==> config.mk <==
export PLATFORM = sky130hd
export DESIGN_NAME = gcr62_stream_encoder
export DESIGN_NICKNAME = d
export VERILOG_FILES = /design/src/rtl/gcr62_stream_encoder.sv
export SDC_FILE = /design/constraint.sdc
export NUM_CORES = 1
export LEC_CHECK = 0
export CAP_MARGIN = 0
export CORE_MARGIN = 3
export CORE_UTILIZATION = 60
export DETAILED_ROUTE_END_ITERATION = 10
export PLACE_DENSITY = 0.91
export SLEW_MARGIN = 20
export SYNTH_ARGS = -nofsm -noshare
export SYNTH_HDL_FRONTEND = slang
export SYNTH_SLANG_ARGS = --single-unit
==> constraint.sdc <==
create_clock -name clk -period 2.8 [get_ports clk]
set_input_delay 0.56 -clock clk [delete_from_list [all_inputs] [get_ports clk]]
set_output_delay 0.56 -clock clk [all_outputs]
set_load 0.01 [all_outputs]
==> src/rtl/gcr62_stream_encoder.sv <==
// Streaming 6:2 GCR nibbler: groups of up to three payload bytes in, four disk bytes out,
// then a 4-byte rolling checksum. Define GCR62_XLAT_EN to map 6-bit values to disk bytes.
module gcr62_stream_encoder #(
  parameter int unsigned LEN_W = 11
) (
  input  logic             clk,
  input  logic             nibbler_reset,
  input  logic             start,
  input  logic [LEN_W-1:0] len,
  input  logic [7:0]       in_data,
  input  logic             in_valid,
  output logic             in_ready,
  output logic [7:0]       out_data,
  output logic             out_valid,
  input  logic             out_ready,
  output logic             busy,
  output logic             done
);

  typedef enum logic [3:0] {
    StIdle, StFill, StHi, StN0, StN1, StN2, StSum0, StSum1, StSum2, StSum3
  } state_e;

  state_e           state_q, state_d;
  logic [LEN_W-1:0] remaining_q, remaining_d;
  logic [1:0]       cnt_q, cnt_d;
  logic [7:0]       c1_q, c1_d, c2_q, c2_d, c3_q, c3_d;
  logic             c2x_q, c2x_d, c3x_q, c3x_d;
  logic [7:0]       x0_q, x0_d, x1_q, x1_d, x2_q, x2_d;
  logic             done_q, done_d;

  logic [7:0] c1_rot;
  logic [8:0] sum3, sum2;
  logic [7:0] sum1;
  logic [5:0] v6;
  state_e     grp_next;

`ifdef GCR62_XLAT_EN
  function automatic logic [7:0] xlat(input logic [5:0] v);
    logic [7:0] r;
    unique case (v)
      6'h00: r = 8'h96;  6'h01: r = 8'h97;  6'h02: r = 8'h9A;  6'h03: r = 8'h9B;
      6'h04: r = 8'h9D;  6'h05: r = 8'h9E;  6'h06: r = 8'h9F;  6'h07: r = 8'hA6;
      6'h08: r = 8'hA7;  6'h09: r = 8'hAB;  6'h0A: r = 8'hAC;  6'h0B: r = 8'hAD;
      6'h0C: r = 8'hAE;  6'h0D: r = 8'hAF;  6'h0E: r = 8'hB2;  6'h0F: r = 8'hB3;
      6'h10: r = 8'hB4;  6'h11: r = 8'hB5;  6'h12: r = 8'hB6;  6'h13: r = 8'hB7;
      6'h14: r = 8'hB9;  6'h15: r = 8'hBA;  6'h16: r = 8'hBB;  6'h17: r = 8'hBC;
      6'h18: r = 8'hBD;  6'h19: r = 8'hBE;  6'h1A: r = 8'hBF;  6'h1B: r = 8'hCB;
      6'h1C: r = 8'hCD;  6'h1D: r = 8'hCE;  6'h1E: r = 8'hCF;  6'h1F: r = 8'hD3;
      6'h20: r = 8'hD6;  6'h21: r = 8'hD7;  6'h22: r = 8'hD9;  6'h23: r = 8'hDA;
      6'h24: r = 8'hDB;  6'h25: r = 8'hDC;  6'h26: r = 8'hDD;  6'h27: r = 8'hDE;
      6'h28: r = 8'hDF;  6'h29: r = 8'hE5;  6'h2A: r = 8'hE6;  6'h2B: r = 8'hE7;
      6'h2C: r = 8'hE9;  6'h2D: r = 8'hEA;  6'h2E: r = 8'hEB;  6'h2F: r = 8'hEC;
      6'h30: r = 8'hED;  6'h31: r = 8'hEE;  6'h32: r = 8'hEF;  6'h33: r = 8'hF2;
      6'h34: r = 8'hF3;  6'h35: r = 8'hF4;  6'h36: r = 8'hF5;  6'h37: r = 8'hF6;
      6'h38: r = 8'hF7;  6'h39: r = 8'hF9;  6'h3A: r = 8'hFA;  6'h3B: r = 8'hFB;
      6'h3C: r = 8'hFC;  6'h3D: r = 8'hFD;  6'h3E: r = 8'hFE;  default: r = 8'hFF;
    endcase
    return r;
  endfunction
`endif

  assign c1_rot   = {c1_q[6:0], c1_q[7]};
  assign sum3     = {1'b0, c3_q} + {1'b0, in_data} + {8'd0, c1_q[7]};
  assign sum2     = {1'b0, c2_q} + {1'b0, in_data} + {8'd0, c3x_q};
  assign sum1     = c1_q + in_data + {7'd0, c2x_q};
  assign grp_next = (remaining_q != '0) ? StFill : StSum0;

  always_comb begin
    state_d     = state_q;
    remaining_d = remaining_q;
    cnt_d       = cnt_q;
    c1_d        = c1_q;
    c2_d        = c2_q;
    c3_d        = c3_q;
    c2x_d       = c2x_q;
    c3x_d       = c3x_q;
    x0_d        = x0_q;
    x1_d        = x1_q;
    x2_d        = x2_q;
    done_d      = 1'b0;
    in_ready    = 1'b0;
    out_valid   = 1'b0;
    v6          = 6'd0;

    unique case (state_q)
      StIdle: begin
        if (start) begin
          remaining_d = len;
          cnt_d       = 2'd0;
          c1_d        = 8'd0;
          c2_d        = 8'd0;
          c3_d        = 8'd0;
          c2x_d       = 1'b0;
          c3x_d       = 1'b0;
          state_d     = (len == '0) ? StSum0 : StFill;
        end
      end
      StFill: begin
        in_ready = 1'b1;
        if (in_valid) begin
          remaining_d = remaining_q - LEN_W'(1);
          cnt_d       = cnt_q + 2'd1;
          unique case (cnt_q)
            2'd0: begin
              c1_d          = c1_rot;
              {c3x_d, c3_d} = sum3;
              x0_d          = in_data ^ c1_rot;
              x1_d          = 8'd0;
              x2_d          = 8'd0;
            end
            2'd1: begin
              {c2x_d, c2_d} = sum2;
              c3x_d         = 1'b0;
              x1_d          = in_data ^ c3_q;
            end
            default: begin
              c1_d  = sum1;
              c2x_d = 1'b0;
              x2_d  = in_data ^ c2_q;
            end
          endcase
          if (cnt_q == 2'd2 || remaining_q == LEN_W'(1)) state_d = StHi;
        end
      end
      StHi: begin
        out_valid = 1'b1;
        v6        = {x0_q[7:6], x1_q[7:6], x2_q[7:6]};
        if (out_ready) state_d = StN0;
      end
      StN0: begin
        out_valid = 1'b1;
        v6        = x0_q[5:0];
        if (out_ready) state_d = (cnt_q == 2'd1) ? grp_next : StN1;
      end
      StN1: begin
        out_valid = 1'b1;
        v6        = x1_q[5:0];
        if (out_ready) state_d = (cnt_q == 2'd2) ? grp_next : StN2;
      end
      StN2: begin
        out_valid = 1'b1;
        v6        = x2_q[5:0];
        if (out_ready) state_d = grp_next;
      end
      StSum0: begin
        out_valid = 1'b1;
        v6        = {c3_q[7:6], c2_q[7:6], c1_q[7:6]};
        if (out_ready) state_d = StSum1;
      end
      StSum1: begin
        out_valid = 1'b1;
        v6        = c3_q[5:0];
        if (out_ready) state_d = StSum2;
      end
      StSum2: begin
        out_valid = 1'b1;
        v6        = c2_q[5:0];
        if (out_ready) state_d = StSum3;
      end
      StSum3: begin
        out_valid = 1'b1;
        v6        = c1_q[5:0];
        if (out_ready) begin
          state_d = StIdle;
          done_d  = 1'b1;
        end
      end
      default: state_d = StIdle;
    endcase

    // Group counter restarts whenever the nibble phase of a group ends.
    if (out_valid && out_ready && (state_d == StFill || state_d == StSum0)) cnt_d = 2'd0;
  end

  always_ff @(posedge clk or posedge nibbler_reset) begin
    if (nibbler_reset) begin
      state_q     <= StIdle;
      remaining_q <= '0;
      cnt_q       <= 2'd0;
      c1_q        <= 8'd0;
      c2_q        <= 8'd0;
      c3_q        <= 8'd0;
      c2x_q       <= 1'b0;
      c3x_q       <= 1'b0;
      x0_q        <= 8'd0;
      x1_q        <= 8'd0;
      x2_q        <= 8'd0;
      done_q      <= 1'b0;
    end else begin
      state_q     <= state_d;
      remaining_q <= remaining_d;
      cnt_q       <= cnt_d;
      c1_q        <= c1_d;
      c2_q        <= c2_d;
      c3_q        <= c3_d;
      c2x_q       <= c2x_d;
      c3x_q       <= c3x_d;
      x0_q        <= x0_d;
      x1_q        <= x1_d;
      x2_q        <= x2_d;
      done_q      <= done_d;
    end
  end

`ifdef GCR62_XLAT_EN
  assign out_data = out_valid ? xlat(v6) : 8'h00;
`else
  assign out_data = out_valid ? {2'b00, v6} : 8'h00;
`endif

  assign busy = (state_q != StIdle);
  assign done = done_q;

endmodule

==> run_results.csv, run 1 <==
group,metric,value,unit
routing,drtAntennaViolNets,0,
yosys,ys_top_cells_by_area,"dfrtp_1, ha_1, o21ai_0",
floorplanning,dieArea,0.00910,sq mm
yosys,synth-seq-cells,68,
yosys,synth_top_cell_by_area,"dfrtp_1",
layout,area_growth,19.9,%
setup_path,critPathRequiredTime,2240,ps
clocking,cts.htree.levels,3,
pwr,power.leakage,2.63,nW
pwr,power.density,1080,mW/mm^2
yosys,synth.distinct_cells,62,
yosys,ys_async_sr_fraction,100,%
layout,layout-drive-gt1-share,14.8,%
setup_path,cp_max_fo,7,
routing,vias,4668,
global_routing,grt.total_usage,32.7,%
routing,dr_wl_met2,6.49,mm
place,dp_hpwl,10.4,mm
floorplanning,fp.coreArea,0.00749,sq mm
yosys,syn_inst,553,
clocking,cts_buffer_depth,2,
yosys,synth_ff_type,"dfrtp_1",
yosys,yosysMostFrequentCell,"dfrtp_1",
sta,finalSetupTns,0,ps
yosys,avgSynthCellArea,8.67,sq um
pwr,power,0.00622,W
sta,period_share,96.8,%
floorplanning,initial_core_util,64.1,%
sta,slew_viol_final,0,
layout,fin_util,76.8,%
clocking,clockRootBuffer,"clkbuf_8",
yosys,synth_commonest_cells,"dfrtp_1, nand2_1, o21ai_0, nor2_1, a21oi_1",
clocking,numCtsBuffers,9,
setup_path,critical_path_class,"register to primary output",
place,place_congestion,0.958,
hold_path,hold_class,"register to register",
floorplanning,die_w,95.4,um
floorplanning,num_rows,31,
layout,stdcell_count,720,
yosys,netlist_area,0.00480,sq mm
status,status,"finished clean",
yosys,ys_warn_count,0,
yosys,synth_edf_count,0,
sta,finalCriticalPeriod,2710,ps
routing,wl_per_cell,19.3,um
layout,diodes,0,
sta,slew_headroom,56.3,%
sta,fmax,0.369,GHz
yosys,synth_top_cell_area_share,35.5,%
routing,dr_wl_met3,1.20,mm
setup_path,worst_setup_path_end_kind,"primary output",
sta,finalHoldViolations,0,
pwr,vdd_drop_max,0.619,mV
clocking,cts_tree,"built",
global_routing,grt_pass1_wl,22.7,mm
sta,hold-worst-slack,486,ps
clocking,clkSinkCount,68,
sta,fin_skew,11.7,ps
setup_path,arrival,2150,ps
global_routing,grt_max_degree,35,
clocking,cts.clk_slew.worst_paths,80,ps
routing,firstDrtPassIters,5,
routing,drc,0,
routing,wl_met1,5.76,mm
clocking,clk_latency,350,ps
setup_path,startpoint_type,"register",
sta,setup_viol,0,
routing,wirelength,13.9,mm
layout,fin_nets,677,
routing,first_iter_violations,548,
floorplanning,io_pins,36,
routing,vias_per_cell,6.48,
place,io_buffers,33,
yosys,yosysSeqAreaShare,35.5,%
sta,worstMarginPinSlew,650,ps
job,maxCapViolCount,0,
global_routing,gr-total-overflow,0,
global_routing,antenna_found_initial,0,
routing,top_layer_used,"met4",
global_routing,grt_pass1_vias,4439,
place,placedCellCount,701,
floorplanning,die_h,95.4,um
## cells by family (layout without fill, tap and decap cells)
kind of cell	after synthesis	in the layout	share of synthesized area (%)
compound gates	174	174	24.2
xor+xnor	21	21	3.83
fa+ha+maj	34	34	9.81
buf+inv	54	121	4.64
flops	68	68	35.5
mux	10	10	2.14
other cells	1	2	0.0782
simple gates	191	191	19.8
## layout by cell type (no fill, tap or decap), drive strengths merged, types with 8 or more instances in the layout
cell type	instances
nor4	9
buf	52
dfrtp	68
nor2	35
nor2b	14
a22oi	14
nand3	8
a22o	16
clkdlybuf4s50	26
mux2i	8
xnor2	15
clkbuf	11
o21ai	64
nand2b	23
a21oi	29
nor3	13
nand2	64
inv	23
ha	28
## where the power goes
group	switching (W)	leakage, nW	internal (W)
logic	0.00209	1.67	0.00156
registers	0.000456	0.872	0.00139
clock network	0.000368	0.0831	0.000354
## registers in the layout (all words and copies together), names as in the netlist, 4 cells and up
name and count:
c1_q 8, c2_q 8, c3_q 8, remaining_q 11, state_q 4, x0_q 8
x1_q 8, x2_q 8
## critical path, cell delays in order (launching register included)
cell and delay [ps]:
dfrtp_2 470, buf_4 180, nand2b_1 250, o221ai_1 240, o21a_1 150, clkdlybuf4s50_1 530
## worst paths after layout
kind	endpoint	slack, ps	startpoint	cells after the start
max	out_data[4]	90	state_q[3]	5
min	x0_q[5]	490	x0_q[5]	2
max reg2reg	cnt_q[0]	130	state_q[3]	9
min reg2reg	x0_q[5]	490	x0_q[5]	2
max in group asynchronous	c1_q[4]	1590	nibbler_reset	3
min in group asynchronous	x0_q[6]	600	nibbler_reset	2
## cell type report
class	count	area, sq um
Tap cell	99	124
Multi-Input combinational cell	432	2930
Fill cell	483	1730
Clock buffer	11	151
Clock inverter	2	12.5
Inverter	23	86.3
Timing Repair Buffer	85	739
Sequential cell	68	1710
## metal layers
layer / up-vias / track usage, %
li1: 2126 / -
met4: 0 / 12.4
met2: 271 / 52.1
met5: - / 0
met3: 47 / 6.16
met1: 2224 / 44.4
## metrics by stage
| stage | instance area [sq um] | worst slack, ps |
|---|---|---|
| after floorplan | 4800 | 300 |
| after global placement | 5480 | -370 |
| after detailed placement | 5480 | -481 |
| after CTS | 5700 | 4.82 |
| after global routing | 5750 | -41.2 |
| final | 5750 | 90.0 |
## repair_timing
item	in CTS	in global routing
pin swaps	0	1
setup buffers	4	2
endpoints found under the hold margin	0	0
hold buffers	0	0
endpoints found under the setup margin	11	10
gates resized for setup	13	13
Power figures use the tool's default switching activity.
==> run 2, diff against run 1 <==
--- a/config.mk
+++ b/config.mk
@@ -9,6 +9,7 @@
 export CORE_MARGIN = 3
 export CORE_UTILIZATION = 60
 export DETAILED_ROUTE_END_ITERATION = 10
+export GPL_ROUTABILITY_DRIVEN = 0
 export PLACE_DENSITY = 0.91
 export SLEW_MARGIN = 20
 export SYNTH_ARGS = -nofsm -noshare
==> run 2 against run 1 <==
Compared with the run above:
- critical endpoint is now out_data[3]
- power up 3.6%
- clock power is 20% higher
- final cell count fell by 0.69%
- via count is 3.7% higher
- final area decreased by 0.11%
- maximum frequency is 1.8% lower
- register-to-register slack better by 90 ps
- global-route usage up 1.4 points
- setup slack worse by 49 ps
==> run_results.csv, run 2 (same netlist as run 1, synthesis figures left out) <==
group,metric,value,unit
status,status,"finished clean",
floorplanning,io_pins,36,
global_routing,grt.total_usage,34.1,%
clocking,cts.htree.levels,3,
place,placedCellCount,697,
routing,wirelength,14.6,mm
pwr,p_sw,0.00301,W
layout,diodes,0,
setup_path,arrival,2200,ps
floorplanning,die_h,95.4,um
routing,firstDrtPassIters,6,
setup_path,regToRegSetupSlack,220,ps
floorplanning,fp.coreArea,0.00749,sq mm
layout,layout-drive-gt1-share,13.3,%
global_routing,grt_max_degree,50,
clocking,clkSinkCount,68,
layout,stdcell_count,715,
pwr,p_int,0.00343,W
pwr,comb_power_share,58.1,%
sta,slew_viol_final,0,
clocking,cts_buffer_depth,2,
pwr,power.leakage,2.57,nW
clocking,clockRootBuffer,"clkbuf_8",
pwr,clock_power_share,13.4,%
routing,vias_per_cell,6.77,
layout,area_growth,19.8,%
sta,fin_skew,8.84,ps
floorplanning,dieArea,0.00910,sq mm
global_routing,antenna_found_initial,0,
pwr,vdd_drop_max,0.509,mV
routing,vias,4841,
sta,period_share,98.6,%
setup_path,worst_setup_path_end_kind,"primary output",
global_routing,grt_pass1_vias,4771,
pwr,p_seq_share,28.5,%
layout,fin_nets,670,
clocking,cts_tree,"built",
place,dp_hpwl,10.3,mm
floorplanning,die_w,95.4,um
routing,drc,0,
sta,setup_viol,0,
layout,largest_reg_flops,11,
sta,fin_ws,40.5,ps
layout,layout_common_cells,"dfrtp_1, nand2_1, o21ai_0",
setup_path,critical_path_class,"register to primary output",
setup_path,cp_max_fo,5,
clocking,clk_latency,360,ps
global_routing,grt_pass1_wl,23.6,mm
sta,finalHoldViolations,0,
setup_path,startpoint_type,"register",
place,pre_cts_ws,-460,ps
setup_path,critPathRequiredTime,2240,ps
floorplanning,initial_core_util,64.1,%
routing,drtAntennaViolNets,0,
clocking,cts.clk_slew.worst_paths,70,ps
sta,worstMarginPinSlew,662,ps
place,io_buffers,33,
clocking,numCtsBuffers,9,
floorplanning,num_rows,31,
sta,slew_headroom,55.6,%
pwr,switching_share,46.8,%
layout,final_common_cell,"dfrtp_1",
pwr,power.density,1120,mW/mm^2
global_routing,gr-total-overflow,0,
routing,first_iter_violations,699,
sta,fmax,0.362,GHz
hold_path,hold_class,"register to register",
job,maxCapViolCount,0,
sta,finalCriticalPeriod,2760,ps
sta,finalSetupTns,0,ps
layout,largest-register,"remaining_q",
routing,wl_per_cell,20.5,um
==> run 2: cell count changes in the layout (fill, tap and decap cells not counted), moves of 2 or more <==
cell | previous run | this run
dlygate4sd2_1 | 3 | 5
dlymetal6s2s_1 | 4 | 1
clkbuf_1 | 0 | 2
buf_4 | 51 | 42
nor2b_2 | 4 | 2
==> run 2: final timing paths <==
kind                                from        endpoint  depth (start not counted)
min                              x0_q[0]         x0_q[0]                          2
min reg2reg                      x0_q[0]         x0_q[0]                          2
min in group asynchronous  nibbler_reset         c3_q[4]                          2
max reg2reg                      c1_q[7]         c3_q[7]                          8
max in group asynchronous  nibbler_reset  remaining_q[7]                          3
max                           state_q[2]     out_data[3]                          7
==> run 2: layout make-up <==
type / instances / area, sq um
tap: 99 / 124
sequential: 68 / 1710
timing repair buffer: 78 / 693
clock buffer: 14 / 173
fill: 471 / 1740
multi-input combinational: 432 / 2930
clock inverter: 1 / 30.0
inverter: 23 / 91.3
==> run 2: layer usage <==
layer  GRT usage (%)  share of wire, %
met1            42.8                37
met2            53.9                46
met3            9.71                12
met4            17.2               5.0
met5               0                 0
==> run 2: per-stage QoR <==
step | area, sq um | power, W | hold WS, ps | util, %
floorplan | 4800 | 0.00415 | 446 | -
global placement | 5460 | 0.00513 | 462 | 72.9
detailed placement | 5460 | 0.00535 | 471 | 72.9
CTS | 5700 | 0.00626 | 486 | 76.1
global route | 5750 | 0.00688 | 520 | 76.8
finish | 5750 | 0.00644 | 488 | 76.8
==> run 2: timing repair <==
action                     4_1_cts  5_1_grt
pin swaps                        0        0
gates resized for setup         14       12
setup endpoints to repair       11        7
hold buffers                     0        0
buffers inserted                 2        1
==> run 2: critical path: stages, from the launching register on <==
cell             delay [ps]
dfrtp_2                 450
buf_4                   150
nor2_1                  170
and3_1                  180
a31oi_1                  40
o22ai_1                 180
a211o_1                 140
clkdlybuf4s50_1         530
==> run 2: power by group through the flow <==
| stage | sequential (W) | combinational (W) | clock (W) |
|---|---|---|---|
| 6_report | 0.00183 | 0.00374 | 0.000864 |
| 5_1_grt | 0.00187 | 0.00410 | 0.000902 |
| 4_1_cts | 0.00180 | 0.00361 | 0.000852 |
| 3_5_place_dp | 0.00181 | 0.00354 | 0 |
| 3_3_place_gp | 0.00179 | 0.00334 | 0 |
| 2_1_floorplan | 0.00167 | 0.00247 | 0 |
==> run 3, diff against run 2 <==
--- a/config.mk
+++ b/config.mk
@@ -5,11 +5,12 @@
 export SDC_FILE = /design/constraint.sdc
 export NUM_CORES = 1
 export LEC_CHECK = 0
-export CAP_MARGIN = 0
+export CAP_MARGIN = 10
 export CORE_MARGIN = 3
 export CORE_UTILIZATION = 60
 export DETAILED_ROUTE_END_ITERATION = 10
 export GPL_ROUTABILITY_DRIVEN = 0
+export HOLD_SLACK_MARGIN = 0.03
 export PLACE_DENSITY = 0.91
 export SLEW_MARGIN = 20
 export SYNTH_ARGS = -nofsm -noshare
==> results of run 3 <==
The final DEF is identical to that of run 2; final timing and power are the same.
